## src/rtl/fetch_queue_if.sv

```systemverilog
// Fetch front-end buses: instruction-cache read port (0a stage) and the decode drain handshake.
// The master side is the fetch queue; the slave side is the cache plus decode.
interface fetch_queue_if;
  logic [31:0] ic__rd_addr_0a;
  logic        ic__rd_req_0a;
  logic        ic__rd_wait_0a;
  logic [31:0] ic__rd_data_0a;
  logic        fq_valid;
  logic        fq_ready;
  logic [31:0] fq_insn;
  logic [31:0] fq_pc;

  modport master (
    output ic__rd_addr_0a,
    output ic__rd_req_0a,
    input  ic__rd_wait_0a,
    input  ic__rd_data_0a,
    output fq_valid,
    input  fq_ready,
    output fq_insn,
    output fq_pc
  );

  modport slave (
    input  ic__rd_addr_0a,
    input  ic__rd_req_0a,
    output ic__rd_wait_0a,
    output ic__rd_data_0a,
    input  fq_valid,
    output fq_ready,
    input  fq_insn,
    input  fq_pc
  );
endinterface

```

## src/rtl/fetch_queue.sv

```systemverilog
// Instruction fetch front end: holds the fetch PC, reads one word per cycle from the I-cache and
// buffers {pc, insn} pairs in a small FIFO drained by decode; a redirect flushes and restarts fetch.
module fetch_queue #(
  parameter int          DEPTH    = 4,
  parameter logic [31:0] RESET_PC = 32'h0000_0000
) (
  input  logic          clk,
  input  logic          rst_b,
  input  logic          jmp,
  input  logic [31:0]   jmp_pc,
  fetch_queue_if.master bus
);

  localparam int PTR_W = $clog2(DEPTH);
  localparam int CNT_W = PTR_W + 1;
  localparam logic [CNT_W-1:0] CNT_FULL = CNT_W'(DEPTH);
  localparam logic [CNT_W-1:0] CNT_ONE  = CNT_W'(1);
  localparam logic [PTR_W-1:0] PTR_ONE  = PTR_W'(1);

  logic [31:0]      pc;
  logic [CNT_W-1:0] count;
  logic [PTR_W-1:0] rd_ptr;
  logic [PTR_W-1:0] wr_ptr;
  logic [31:0]      pc_mem   [DEPTH];
  logic [31:0]      insn_mem [DEPTH];

  logic req;
  logic push;
  logic pop;
  logic head_vld;

  // Request is built only from registered state, jmp and reset, so decode backpressure never
  // reaches the cache address path.
  always_comb begin
    req      = rst_b && !jmp && (count != CNT_FULL);
    push     = req && !bus.ic__rd_wait_0a;
    head_vld = (count != '0) && !jmp;
    pop      = head_vld && bus.fq_ready;
  end

  assign bus.ic__rd_req_0a  = req;
  assign bus.ic__rd_addr_0a = pc;
  assign bus.fq_valid       = head_vld;
  assign bus.fq_insn        = head_vld ? insn_mem[rd_ptr] : '0;
  assign bus.fq_pc          = head_vld ? pc_mem[rd_ptr]   : '0;

  always_ff @(posedge clk or negedge rst_b) begin
    if (!rst_b) begin
      pc     <= RESET_PC;
      count  <= '0;
      rd_ptr <= '0;
      wr_ptr <= '0;
    end else if (jmp) begin
      pc     <= jmp_pc & 32'hFFFF_FFFC;
      count  <= '0;
      rd_ptr <= '0;
      wr_ptr <= '0;
    end else begin
      if (push) begin
        pc     <= pc + 32'd4;
        wr_ptr <= wr_ptr + PTR_ONE;
      end
      if (pop) begin
        rd_ptr <= rd_ptr + PTR_ONE;
      end
      case ({push, pop})
        2'b10:   count <= count + CNT_ONE;
        2'b01:   count <= count - CNT_ONE;
        default: count <= count;
      endcase
    end
  end

  // Storage holds data only; entries beyond count are never presented, so no reset is needed.
  always_ff @(posedge clk) begin
    if (push) begin
      pc_mem[wr_ptr]   <= pc;
      insn_mem[wr_ptr] <= bus.ic__rd_data_0a;
    end
  end

endmodule
```

## src/flat_wrapper.sv

```systemverilog
// flat-port wrapper written by rule: the top's interface ports become plain ports
module fetch_queue_flat 
#(
  parameter int          DEPTH    = 4,
  parameter logic [31:0] RESET_PC = 32'h0000_0000
)
  (clk, rst_b, jmp, jmp_pc, bus_ic__rd_addr_0a, bus_ic__rd_req_0a, bus_ic__rd_wait_0a, bus_ic__rd_data_0a, bus_fq_valid, bus_fq_ready, bus_fq_insn, bus_fq_pc);
  fetch_queue_if bus_i ();
  input  logic clk;
  input  logic rst_b;
  input  logic jmp;
  input  logic [31:0] jmp_pc;
  output wire logic [$bits(bus_i.ic__rd_addr_0a)-1:0] bus_ic__rd_addr_0a;
  output wire logic [$bits(bus_i.ic__rd_req_0a)-1:0] bus_ic__rd_req_0a;
  input wire logic [$bits(bus_i.ic__rd_wait_0a)-1:0] bus_ic__rd_wait_0a;
  input wire logic [$bits(bus_i.ic__rd_data_0a)-1:0] bus_ic__rd_data_0a;
  output wire logic [$bits(bus_i.fq_valid)-1:0] bus_fq_valid;
  input wire logic [$bits(bus_i.fq_ready)-1:0] bus_fq_ready;
  output wire logic [$bits(bus_i.fq_insn)-1:0] bus_fq_insn;
  output wire logic [$bits(bus_i.fq_pc)-1:0] bus_fq_pc;
  assign bus_ic__rd_addr_0a = bus_i.ic__rd_addr_0a;
  assign bus_ic__rd_req_0a = bus_i.ic__rd_req_0a;
  assign bus_i.ic__rd_wait_0a = bus_ic__rd_wait_0a;
  assign bus_i.ic__rd_data_0a = bus_ic__rd_data_0a;
  assign bus_fq_valid = bus_i.fq_valid;
  assign bus_i.fq_ready = bus_fq_ready;
  assign bus_fq_insn = bus_i.fq_insn;
  assign bus_fq_pc = bus_i.fq_pc;
  fetch_queue #(.DEPTH(DEPTH), .RESET_PC(RESET_PC)) u_core (.clk(clk), .rst_b(rst_b), .jmp(jmp), .jmp_pc(jmp_pc), .bus(bus_i));
endmodule
```

## config.mk

```make
export PLATFORM = sky130hd
export DESIGN_NAME = fetch_queue_flat
export DESIGN_NICKNAME = d
export VERILOG_FILES = /design/src/rtl/fetch_queue_if.sv /design/src/rtl/fetch_queue.sv /design/src/flat_wrapper.sv
export SDC_FILE = /design/constraint.sdc
export NUM_CORES = 1
export LEC_CHECK = 0
export ABC_AREA = 1
export CAP_MARGIN = 20
export CELL_PAD_IN_SITES_DETAIL_PLACEMENT = 0
export CELL_PAD_IN_SITES_GLOBAL_PLACEMENT = 1
export CORE_MARGIN = 8
export CORE_UTILIZATION = 43
export DETAILED_ROUTE_END_ITERATION = 10
export HOLD_SLACK_MARGIN = 0.15
export PLACE_DENSITY_LB_ADDON = 0.1
export SETUP_SLACK_MARGIN = 0.05
export SYNTH_ARGS = -nofsm -noshare
export SYNTH_HDL_FRONTEND = slang
export SYNTH_SLANG_ARGS = --single-unit
```

## constraint.sdc

```tcl
create_clock -name clk -period 5.7 [get_ports clk]
set_input_delay 1.14 -clock clk [delete_from_list [all_inputs] [get_ports clk]]
set_output_delay 1.14 -clock clk [all_outputs]
set_load 0.03 [all_outputs]
```

==> impl_metrics.toml, run 1 <==
[synth]
synth_enable_flop_cells = 248
synthesis.instances = 1159
synth.avg_cell_area_um2 = 10.6
synth.cell_area_um2 = 12300
yosys_most_used_dff = "edfxtp_1"
postSynth.asyncResetShare_pct = 13.0
synth_sequential_area_ratio_pct = 67.8
synth.ff_latch_count = 285
yosys.cell_types.count = 36
ys.warnings.count = 0

[grt]
grt_antenna_before_repair = 0
grt_util_all_layers_pct = 17.6
globalRoute.totalOverflow = 0
grt_max_degree = 105
number_of_global_route_vias_before_repair = 8282
wire_length_of_the_first_global_routing_pass_um = 47000

[worst_hold_path]
min_to = "u_core.count[2]"
hp-start = "u_core.count[2]"
timing.hold.worst_path_depth = 2
hold_path.class = "reg -> reg"

[drt]
detail_route.iter0.violations = 565
final_wl_um = 30400
viasPerCell = 4.92
detail_route.drc_violations = 0
route.detailed.wl_per_inst_um = 17.7
antenna_left = 0
detail_route.first_pass.iterations = 7
detailroute.via_count = 8439

[power_and_ir_drop]
share_comb_of_total_power_pct = 24.5
seqPwrFrac_pct = 41.3
power.share.switching_pct = 31.2
power.static_leakage_nw = 5.55
power_density_nw_per_um2 = 402
post-layout-total-power_w = 0.00617
p_switching_w = 0.00192
cellInternalPower_w = 0.00425
pwr-share-clk_pct = 34.1
vdd.ir_drop.worst_uv = 252

[worst_setup_path]
timing_worst_setup_path_type = "reg -> out"
source_of_the_critical_timing_path = "u_core.rd_ptr[0]"
reg2regPathDepth = 13
crit_required_ps = 4560
regToRegSetupSlack_ps = 3200
regToRegEndpoint = "u_core.count[2]"
path_max_fanout = 104
start_kind = "flip-flop"
end_kind = "output pin"
crit-reg2reg-launch = "u_core.count[0]"
critical_path_arrival_ps = 3550

[floorplanning]
die_area_um2 = 34400
design.portCount = 167
row_count = 62
die_y_um = 185
initial_utilization_pct = 43.4
chipWidth_um = 185
coreArea_um2 = 28500

[placement]
post-dp-hpwl_um = 17800
post_dp_cell_area_um2 = 14300
globalplace.congestion = 0.800
port_buffers = 160

[sta]
hold-worst-slack_ps = 548
max_clock_freq_mhz = 213
finalMaxSlewViolations = 0
layout_min_cycle_time_ps = 4690
period_share_pct = 82.2
max_slew_margin_pct = 34.2
final.setup_skew_ps = 19.1
slew_worst_pin_ps = 987
timing.final.hold_violations = 0
rsz0062_at_grt = "false"
final.setup.tns_ps = 0
timing.final.setup_violations = 0

[cells_and_area]
seqCellArea_um2 = 8380
stdcell_area_um2 = 15300
drive_above_1_share_pct = 7.74
most-common-layout-cells = "nor2_1 (283), edfxtp_1 (248), nand2_1 (172), clkdlybuf4s50_1 (159), o21ai_0 (112)"
multiInputGateArea_um2 = 3460
most_common_cell_after_layout_fill_and_taps_aside = "nor2_1"
fillCellCount = 2515
final_net_count = 1382
area.growth.synth_to_final_pct = 24.3
antenna_cells = 0

[clock_tree]
number_of_h_tree_levels = 1
cts_root_buf = "clkbuf_16"
clk_pin_slew_worst_paths_ps = 60
cts_buffer_depth = 3
cts_tree = "yes"
cts_hold_buffers_added = 0
clk_latency_worst_skew_pair_ps = 540
clock-sinks = 285
tritoncts.num_buffers = 30
cts.repair_timing.setup_buffer_count = 0
cts_repair_resize_count = 0

[run_status]
run_status = "finished, final reports clean"

[flow_run]
max_cap_violations = 0
## power by group through the flow
stage	Combinational, W	Sequential [W]	Clock [W]
2_1_floorplan	0.000975	0.00255	0
3_3_place_gp	0.00153	0.00259	0
3_5_place_dp	0.00154	0.00259	0
4_1_cts	0.00154	0.00255	0.00215
5_1_grt	0.00167	0.00257	0.00223
6_report	0.00152	0.00255	0.00211
## per-layer routing
metal / track usage (%) / vias up / wire length [µm]
met4: 3.59 / 0 / 435
met1: 23.1 / 3994 / 13500
met3: 3.10 / 36 / 1790
li1: - / 4211 / -
met5: 0 / - / 0
met2: 30.2 / 198 / 14700
## cell usage after synthesis (2+ instances only)
library cell  number  area share, %
a21oi_1           64            2.6
buf_2             13           0.53
buf_4             13           0.79
buf_6              3           0.27
clkbuf_1          25           0.76
clkbuf_2           4           0.16
dfrtp_1           37            7.5
edfxtp_1         248             60
ha_1               5           0.51
inv_1             52            1.6
inv_2              7           0.21
inv_4              3           0.15
nand2_1          172            5.2
nand2_2            5           0.25
nand2_4            3           0.27
nand3_1           33            1.3
nand3_2            3           0.24
nor2_1           287            8.7
nor2_2             7           0.35
nor2_4             6           0.55
o211ai_1           4           0.24
o21ai_0          112            4.5
o21ai_1           29            1.2
o21bai_1           3           0.18
or2_2              2           0.10
xnor2_1            3           0.21
xor2_1             7           0.50
## final cells by class
type	count	area share (%)
Sequential cell	285	54.6
Clock inverter	14	1.66
Tap cell	384	3.13
Timing Repair Buffer	172	11.1
Multi-Input combinational cell	756	22.5
Clock buffer	42	5.45
Inverter	62	1.57
## critical path, stage by stage (launching register included)
cell and delay (ps):
dfrtp_4 740, inv_4 840, buf_4 380, o21ai_0 140, a21oi_1 140, clkdlybuf4s50_1 690
## logic make-up (layout without fill, tap and decap cells)
kind of cell             Yosys count  in the layout  share of synthesized area, %
AND/OR/NAND/NOR                  522            522                          17.4
flip-flops                       285            285                          67.8
AO/OA/AOI/OAI                    214            214                          8.87
buffers and inverters            121            290                          4.49
XOR/XNOR                          10             10                         0.710
adder cells (fa/ha/maj)            6              6                         0.669
other                              1              4                        0.0304
## sequential cells by signal, summed over array words and instances (netlist names)
signal,count
u_core.bus.ic__rd_addr_0a,30
u_core.count,3
u_core.pc_mem,120
u_core.insn_mem,128
u_core.wr_ptr,2
u_core.rd_ptr,2
## how the worst max path moves through the flow
stage | endpoint | slack [ps] | cells after the start
6_report | bus_fq_insn[20] | 1010 | 5
5_1_grt | bus_fq_insn[18] | 710 | 5
4_1_cts | bus_fq_insn[20] | 940 | 5
3_5_place_dp | bus_fq_insn[12] | 1050 | 6
3_3_place_gp | bus_fq_insn[10] | 1070 | 6
2_1_floorplan | u_core.insn_mem[0][0] | 920 | 5
## per-stage QoR
stage,utilization (%),cells,setup slack (ps)
6_report,53.9,1715,1010
5_1_grt,53.9,1715,705
4_1_cts,53.9,1715,939
3_5_place_dp,50.1,1659,1050
3_3_place_gp,50.1,1659,1070
2_1_floorplan,-,1162,922
No activity file was read; power rests on OpenSTA's default activity.
==> run 2, diff against run 1 <==
==> constraint.sdc (replaced) <==
create_clock -name clk -period 4.6 [get_ports clk]
set_input_delay 0.92 -clock clk [delete_from_list [all_inputs] [get_ports clk]]
set_output_delay 0.92 -clock clk [all_outputs]
set_load 0.03 [all_outputs]
==> run 2 against run 1 <==
  * Utilization up 0.11 points
  * Setup slack got worse by 130 ps
  * Sequential share of layout area is 0.11 points lower
  * Non-clock buffer count is 4 higher
  * Sequential cell count did not move
  * Clock-buffer cell count shrank 2
  * Clock skew fell by 9.9 ps
  * Power increased by 21%
  * Wire length grew 0.71%
  * Largest cell class unchanged
  * Via count is 0.19% higher
  * Cell area grew 0.20%
==> impl_metrics.toml, run 2 (synthesis gave the netlist of run 1 again) <==
[clock_tree]
number_of_h_tree_levels = 1
cts_root_buf = "clkbuf_16"
clk_latency_worst_skew_pair_ps = 550
cts_buffer_depth = 3
cts_hold_buffers_added = 0
clock-sinks = 285
tritoncts.num_buffers = 30
cts_tree = "yes"
clk_pin_slew_worst_paths_ps = 60
cts.repair_timing.setup_buffer_count = 0
cts_repair_resize_count = 0

[sta]
final.setup.tns_ps = 0
max_slew_margin_pct = 41.1
period_share_pct = 80.7
max_clock_freq_mhz = 269
slew_worst_pin_ps = 883
final.setup_skew_ps = 9.27
rsz0062_at_grt = "false"
layout_min_cycle_time_ps = 3710
timing.final.hold_violations = 0
finalMaxSlewViolations = 0
timing.final.setup_violations = 0

[worst_hold_path]
hold_path.class = "in -> async"

[worst_setup_path]
crit_required_ps = 3680
timing_worst_setup_path_type = "in -> out"
source_of_the_critical_timing_path = "jmp"
path_max_fanout = 63
critical_path_arrival_ps = 2790
start_kind = "input pin"
end_kind = "output pin"
crit-reg2reg-launch = "u_core.count[0]"

[floorplanning]
chipWidth_um = 185
design.portCount = 167
coreArea_um2 = 28500
die_y_um = 185
die_area_um2 = 34400
row_count = 62
initial_utilization_pct = 43.4

[drt]
detail_route.first_pass.iterations = 5
detail_route.drc_violations = 0
detail_route.iter0.violations = 477
detailroute.via_count = 8455
route.detailed.wl_per_inst_um = 17.8
viasPerCell = 4.93
final_wl_um = 30600
antenna_left = 0

[cells_and_area]
antenna_cells = 0
regMostFlops = "u_core.insn_mem"
largest_register_ff_count = 128
drive_above_1_share_pct = 12.3
final_net_count = 1386
most-common-layout-cells = "nor2_1 (283), edfxtp_1 (248), nand2_1 (172), o21ai_0 (112), clkdlybuf4s50_1 (97)"
most_common_cell_after_layout_fill_and_taps_aside = "nor2_1"
area.growth.synth_to_final_pct = 24.6

[placement]
port_buffers = 160
post-dp-hpwl_um = 18100
globalplace.congestion = 0.803

[power_and_ir_drop]
post-layout-total-power_w = 0.00746
power_density_nw_per_um2 = 485
vdd.ir_drop.worst_uv = 285
power.static_leakage_nw = 5.70

[grt]
number_of_global_route_vias_before_repair = 8528
grt_antenna_before_repair = 0
wire_length_of_the_first_global_routing_pass_um = 47700
grt_util_all_layers_pct = 17.8
globalRoute.totalOverflow = 0
grt_max_degree = 88

[run_status]
run_status = "finished, final reports clean"

[flow_run]
max_cap_violations = 0
==> run 2: cell count changes in the layout (fill, tap and decap cells not counted) <==
cell / before / now
inv_6: 0 / 1
buf_12: 1 / 24
clkinv_8: 0 / 1
clkbuf_8: 2 / 5
clkdlybuf4s50_1: 159 / 97
clkbuf_1: 9 / 5
clkinvlp_4: 4 / 1
clkinv_2: 2 / 1
clkinv_1: 1 / 6
buf_4: 11 / 54
clkbuf_16: 31 / 30
bufinv_16: 7 / 2
==> run 2: cell type report <==
| cell class | instances | area (µm²) |
|---|---|---|
| well taps | 384 | 480 |
| flip-flops and latches | 285 | 8380 |
| repair buffers | 176 | 1860 |
| multi-input cells | 756 | 3460 |
| clock buffers | 40 | 838 |
| clock inverters | 12 | 120 |
| inverters | 62 | 240 |
| fillers | 2471 | 13100 |
==> run 2: worst max-delay path, stage by stage <==
cell and delay (ps):
clkdlybuf4s50_1 680, inv_4 250, nand2_4 80, buf_12 210, a21oi_1 360, buf_4 240
==> run 2: report_power, final <==
group / total [W] / internal (W) / leakage (nW) / switching (W)
clock network: 0.00232 / 0.00138 / 0.465 / 0.000945
logic: 0.00203 / 0.000722 / 2.54 / 0.00131
registers: 0.00311 / 0.00295 / 2.70 / 0.000154
==> run 2: path summary, 6_finish.rpt <==
check	endpoint	slack [ps]	cells after the start
hold / removal	u_core.bus.ic__rd_addr_0a[25]	510	2
max in group asynchronous	u_core.rd_ptr[0]	3650	2
setup reg to reg	u_core.count[2]	2190	14
min in group clk	u_core.count[1]	550	2
hold reg to reg	u_core.count[1]	550	2
setup / recovery	bus_fq_pc[17]	890	6
==> run 2: stage by stage <==
| step | setup WS (ps) | util (%) | cell area (µm²) | hold slack [ps] | cells |
|---|---|---|---|---|---|
| after global routing | 698 | 54.0 | 15400 | 548 | 1715 |
| final | 886 | 54.0 | 15400 | 513 | 1715 |
| after floorplan | 41.8 | - | 12400 | 501 | 1162 |
| after CTS | 870 | 54.0 | 15400 | 536 | 1715 |
| after detailed placement | 892 | 50.6 | 14400 | 535 | 1663 |
| after global placement | 874 | 50.6 | 14400 | 526 | 1663 |
==> run 2: routing by layer <==
layer | vias to the layer above | share of wire (%) | track usage [%]
li1 | 4219 | - | -
met1 | 4018 | 45 | 23.8
met2 | 183 | 48 | 30.4
met3 | 35 | 4.8 | 3.02
met4 | 0 | 1.6 | 3.30
met5 | - | 0 | 0
==> patch 1, RTL diff (flow settings as in run 1) <==
`DEPTH` is set to 4 in 2 places; all go to 8.
--- a/src/rtl/fetch_queue.sv
+++ b/src/rtl/fetch_queue.sv
@@ -1,7 +1,7 @@
 // Instruction fetch front end: holds the fetch PC, reads one word per cycle from the I-cache and
 // buffers {pc, insn} pairs in a small FIFO drained by decode; a redirect flushes and restarts fetch.
 module fetch_queue #(
-  parameter int          DEPTH    = 4,
+  parameter int          DEPTH    = 8,
   parameter logic [31:0] RESET_PC = 32'h0000_0000
 ) (
   input  logic          clk,
--- a/src/flat_wrapper.sv
+++ b/src/flat_wrapper.sv
@@ -1,7 +1,7 @@
 // flat-port wrapper written by rule: the top's interface ports become plain ports
 module fetch_queue_flat 
 #(
-  parameter int          DEPTH    = 4,
+  parameter int          DEPTH    = 8,
   parameter logic [31:0] RESET_PC = 32'h0000_0000
 )
   (clk, rst_b, jmp, jmp_pc, bus_ic__rd_addr_0a, bus_ic__rd_req_0a, bus_ic__rd_wait_0a, bus_ic__rd_data_0a, bus_fq_valid, bus_fq_ready, bus_fq_insn, bus_fq_pc);
Check against the original RTL: not equivalent (a bounded check fails within 10 cycles, from zero or initial values and one cycle with rst_b low).
==> patch 1 against run 1 <==
Combinational power grew 110%; critical path depth grew 1; wire length grew 81%; synthesized cell count grew 54%; final area grew 70%; sequential cell count grew 251; total power grew 82%; synthesized area grew 77%; worst setup slack lost 0.24 ns; critical endpoint is now bus_fq_pc[17]; highest routed layer unchanged.
==> patch 1: results (changes against run 1) <==
max FFs per register 256 (was 128); ys async rst share 0.07463 (was 0.1298); arrival time at the worst endpoint 3.79 ns (was 3.55 ns); detailed-route wire length 55030 um (was 30360 um); clk_lat worst skew 0.61 ns (was 0.54 ns); M1 wire length 25910 um (was 13460 um); RD Place Congestion 0.8059 (was 0.7999); largest net degree at the start of global routing 127 (was 105); dpl hpwl 30360 um (was 17790 um); Critical Path Fanout Max 50 (was 104); H-tree level count 2 (was 1); M1 GR Usage 0.2600 (was 0.2309); XOR/XNOR share of the synthesized area 0.009613 (was 0.007096); Synth Area in Adders 0.002861 (was 0.006690); drt pass-1 iters 5 (was 7); share of cells above drive strength 1 0.07972 (was 0.07739); total power draw 11.22 mW (was 6.173 mW); Seq pwr share 0.414 (was 0.413); Rel. slew slack 0.3358 (was 0.3418); FF-to-FF Start u_core.count[3] (was u_core.count[0]); Routed met3 length 2344 um (was 1791 um); Iter 0 DRT Violations 1017 (was 565); Compound-Gate Fraction of Synth Area 0.1190 (was 0.08870); met2 wire length 25920 um (was 14680 um); placed inst area 24290 sq um (was 14250 sq um); first-pass GRT wire length 85420 um (was 46980 um); met2 GRT Util 0.2974 (was 0.3017); Psw 3.725 mW (was 1.923 mW); run status finished, final reports clean (unchanged); worst slack, placed 0.9939 ns (was 1.054 ns); top post-synthesis cells by count 496 x edfxtp_1, 408 x nor2_1, 280 x o21ai_0, 129 x nand2_1, 68 x clkbuf_1 (was 287 x nor2_1, 248 x edfxtp_1, 172 x nand2_1, 112 x o21ai_0, 64 x a21oi_1); comb pwr 3.19 mW (was 1.52 mW); hold path start u_core.count[3] (was u_core.count[2]); register area share after synthesis 0.7269 (was 0.6784); Pleak 8.674 nW (was 5.547 nW); clk_skew 0.01844 ns (was 0.01913 ns); CTS buffer count 57 (was 30)
[patch 1: cell types whose count changed after synthesis, sizes merged, moves of 9 or more]
cell	run 1	this run
inv	62	44
o22ai	0	62
buf	30	47
a31oi	0	63
nor3	2	12
clkbuf	29	68
nand3	37	16
edfxtp	248	496
a21oi	64	2
o211ai	4	13
o21ai	141	322
nand2	180	132
xor2	7	17
nor2	300	415
[patch 1: path summary, 6_finish.rpt]
check,end,slack [ns]
worst min-delay path,u_core.count[3],0.54
min in group asynchronous,u_core.bus.ic__rd_addr_0a[29],0.67
max in group asynchronous,u_core.rd_ptr[0],4.57
worst max register to register,u_core.pc_mem[2][6],2.70
worst max-delay path,bus_fq_pc[17],0.77
worst min register to register,u_core.count[3],0.54
[patch 1: final cells by class]
type                    count  area, sq um
clock buffers              88         1573
clock inverters            16        113.9
fillers                  4326        24120
inverters                  46        182.7
multi-input cells        1094         5300
flip-flops and latches    536        15900
well taps                 672        840.8
repair buffers            202         2142
==> patch 2, RTL diff (flow settings as in run 1) <==
Made on the original files. Reset style: synchronous (`rst_b`), changed in one clocked block.
--- a/src/rtl/fetch_queue.sv
+++ b/src/rtl/fetch_queue.sv
@@ -44,7 +44,7 @@
   assign bus.fq_insn        = head_vld ? insn_mem[rd_ptr] : '0;
   assign bus.fq_pc          = head_vld ? pc_mem[rd_ptr]   : '0;
 
-  always_ff @(posedge clk or negedge rst_b) begin
+  always_ff @(posedge clk) begin
     if (!rst_b) begin
       pc     <= RESET_PC;
       count  <= '0;
Check against the original RTL: differs if rst_b is asserted again (counterexample within 4 cycles, from zero or initial values and one cycle with rst_b low); with rst_b held inactive, the same outputs for 4 cycles.
==> patch 2 against run 1 <==
Wire length down 1.2%; sequential cell count up 2; synthesized area down 0.77%; final area unchanged; worst setup slack better by 0.18 ns; cell count about the same; largest cell class unchanged.
Power is not compared: it rests on default switching activity, and its combinational part moved more than twofold at a synthesized area within 25%.
==> patch 2: results (changes against run 1) <==
FF-to-FF setup slack 3.15 ns (was 3.20 ns); detailed-route wire length 30010 um (was 30360 um); Mean Syn Cell Area 10.50 sq um (was 10.65 sq um); number of non-clock buffers 175 (was 172); R2R Path End u_core.count[2] (unchanged); vias in the first global route 8533 (was 8282); area grow syn2layout 25.29% (was 24.33%); WL per Instance 17.49 um (was 17.70 um); vias per cell 4.994 (was 4.921); Seq Cell Count 287 (was 285); dpl cells 1661 (was 1659); NonClk Buf Share 0.1264 (was 0.1107); RD Place Congestion 0.7934 (was 0.7999); CTS buffer count 31 (was 30); Iter 0 DRT Violations 498 (was 565); worst slack, placed 1.140 ns (was 1.054 ns); clock-cell share of area 0.06278 (was 0.07110); FF-to-FF Start u_core.count[1] (was u_core.count[0]); dpl hpwl 18040 um (was 17790 um); Total GRT Usage 0.1761 (was 0.1758); placed inst area 14380 sq um (was 14250 sq um); ys async rst share 0 (was 0.1298); clock buf count 37 (was 42); Worst R2R Path Depth 12 (was 13); n_taps 378 (was 384); fill cell count 2453 (was 2515); share of cells above drive strength 1 0.08894 (was 0.07739); top cells by area, synth edfxtp_1 61%, nor2_1 8.7%, dfxtp_1 6.4% (was edfxtp_1 60%, nor2_1 8.7%, dfrtp_1 7.5%); multi-input logic portion of the cell area 0.2248 (was 0.2253); crit path max-delay cell type dfxtp_2 (was inv_4); worst slew pin tran 0.9980 ns (was 0.9872 ns); run status finished, final reports clean (unchanged); Max stage delay on crit path 0.73 ns (was 0.84 ns); fin nets 1392 (was 1382); count of multi-input gates 745 (was 756)
## patch 2: cell types whose count changed after synthesis, moves of 5 or more
| cell | run 1 | this run |
|---|---|---|
| dfxtp_1 | 0 | 39 |
| a31oi_1 | 0 | 5 |
| o21ai_1 | 29 | 18 |
| o21ai_0 | 112 | 146 |
| inv_1 | 52 | 71 |
| nand2_1 | 172 | 117 |
| a21oi_1 | 64 | 92 |
| dfrtp_1 | 37 | 0 |
## patch 2: cells by family after synthesis
logic type | count (synthesis) | share of synthesized area
AO/OA/AOI/OAI | 262 | 0.1078
buffers and inverters | 138 | 0.04995
other | 1 | 0.0003062
AND/OR/NAND/NOR | 466 | 0.1581
flip-flops | 287 | 0.6718
adder cells (fa/ha/maj) | 7 | 0.007764
XOR/XNOR | 6 | 0.004290
## patch 2: per-layer routing
metal  global-route usage  part of all wire
met1               0.2344              0.45
met2               0.2975              0.48
met3              0.03252             0.059
met4              0.03713             0.013
met5                    0                 0
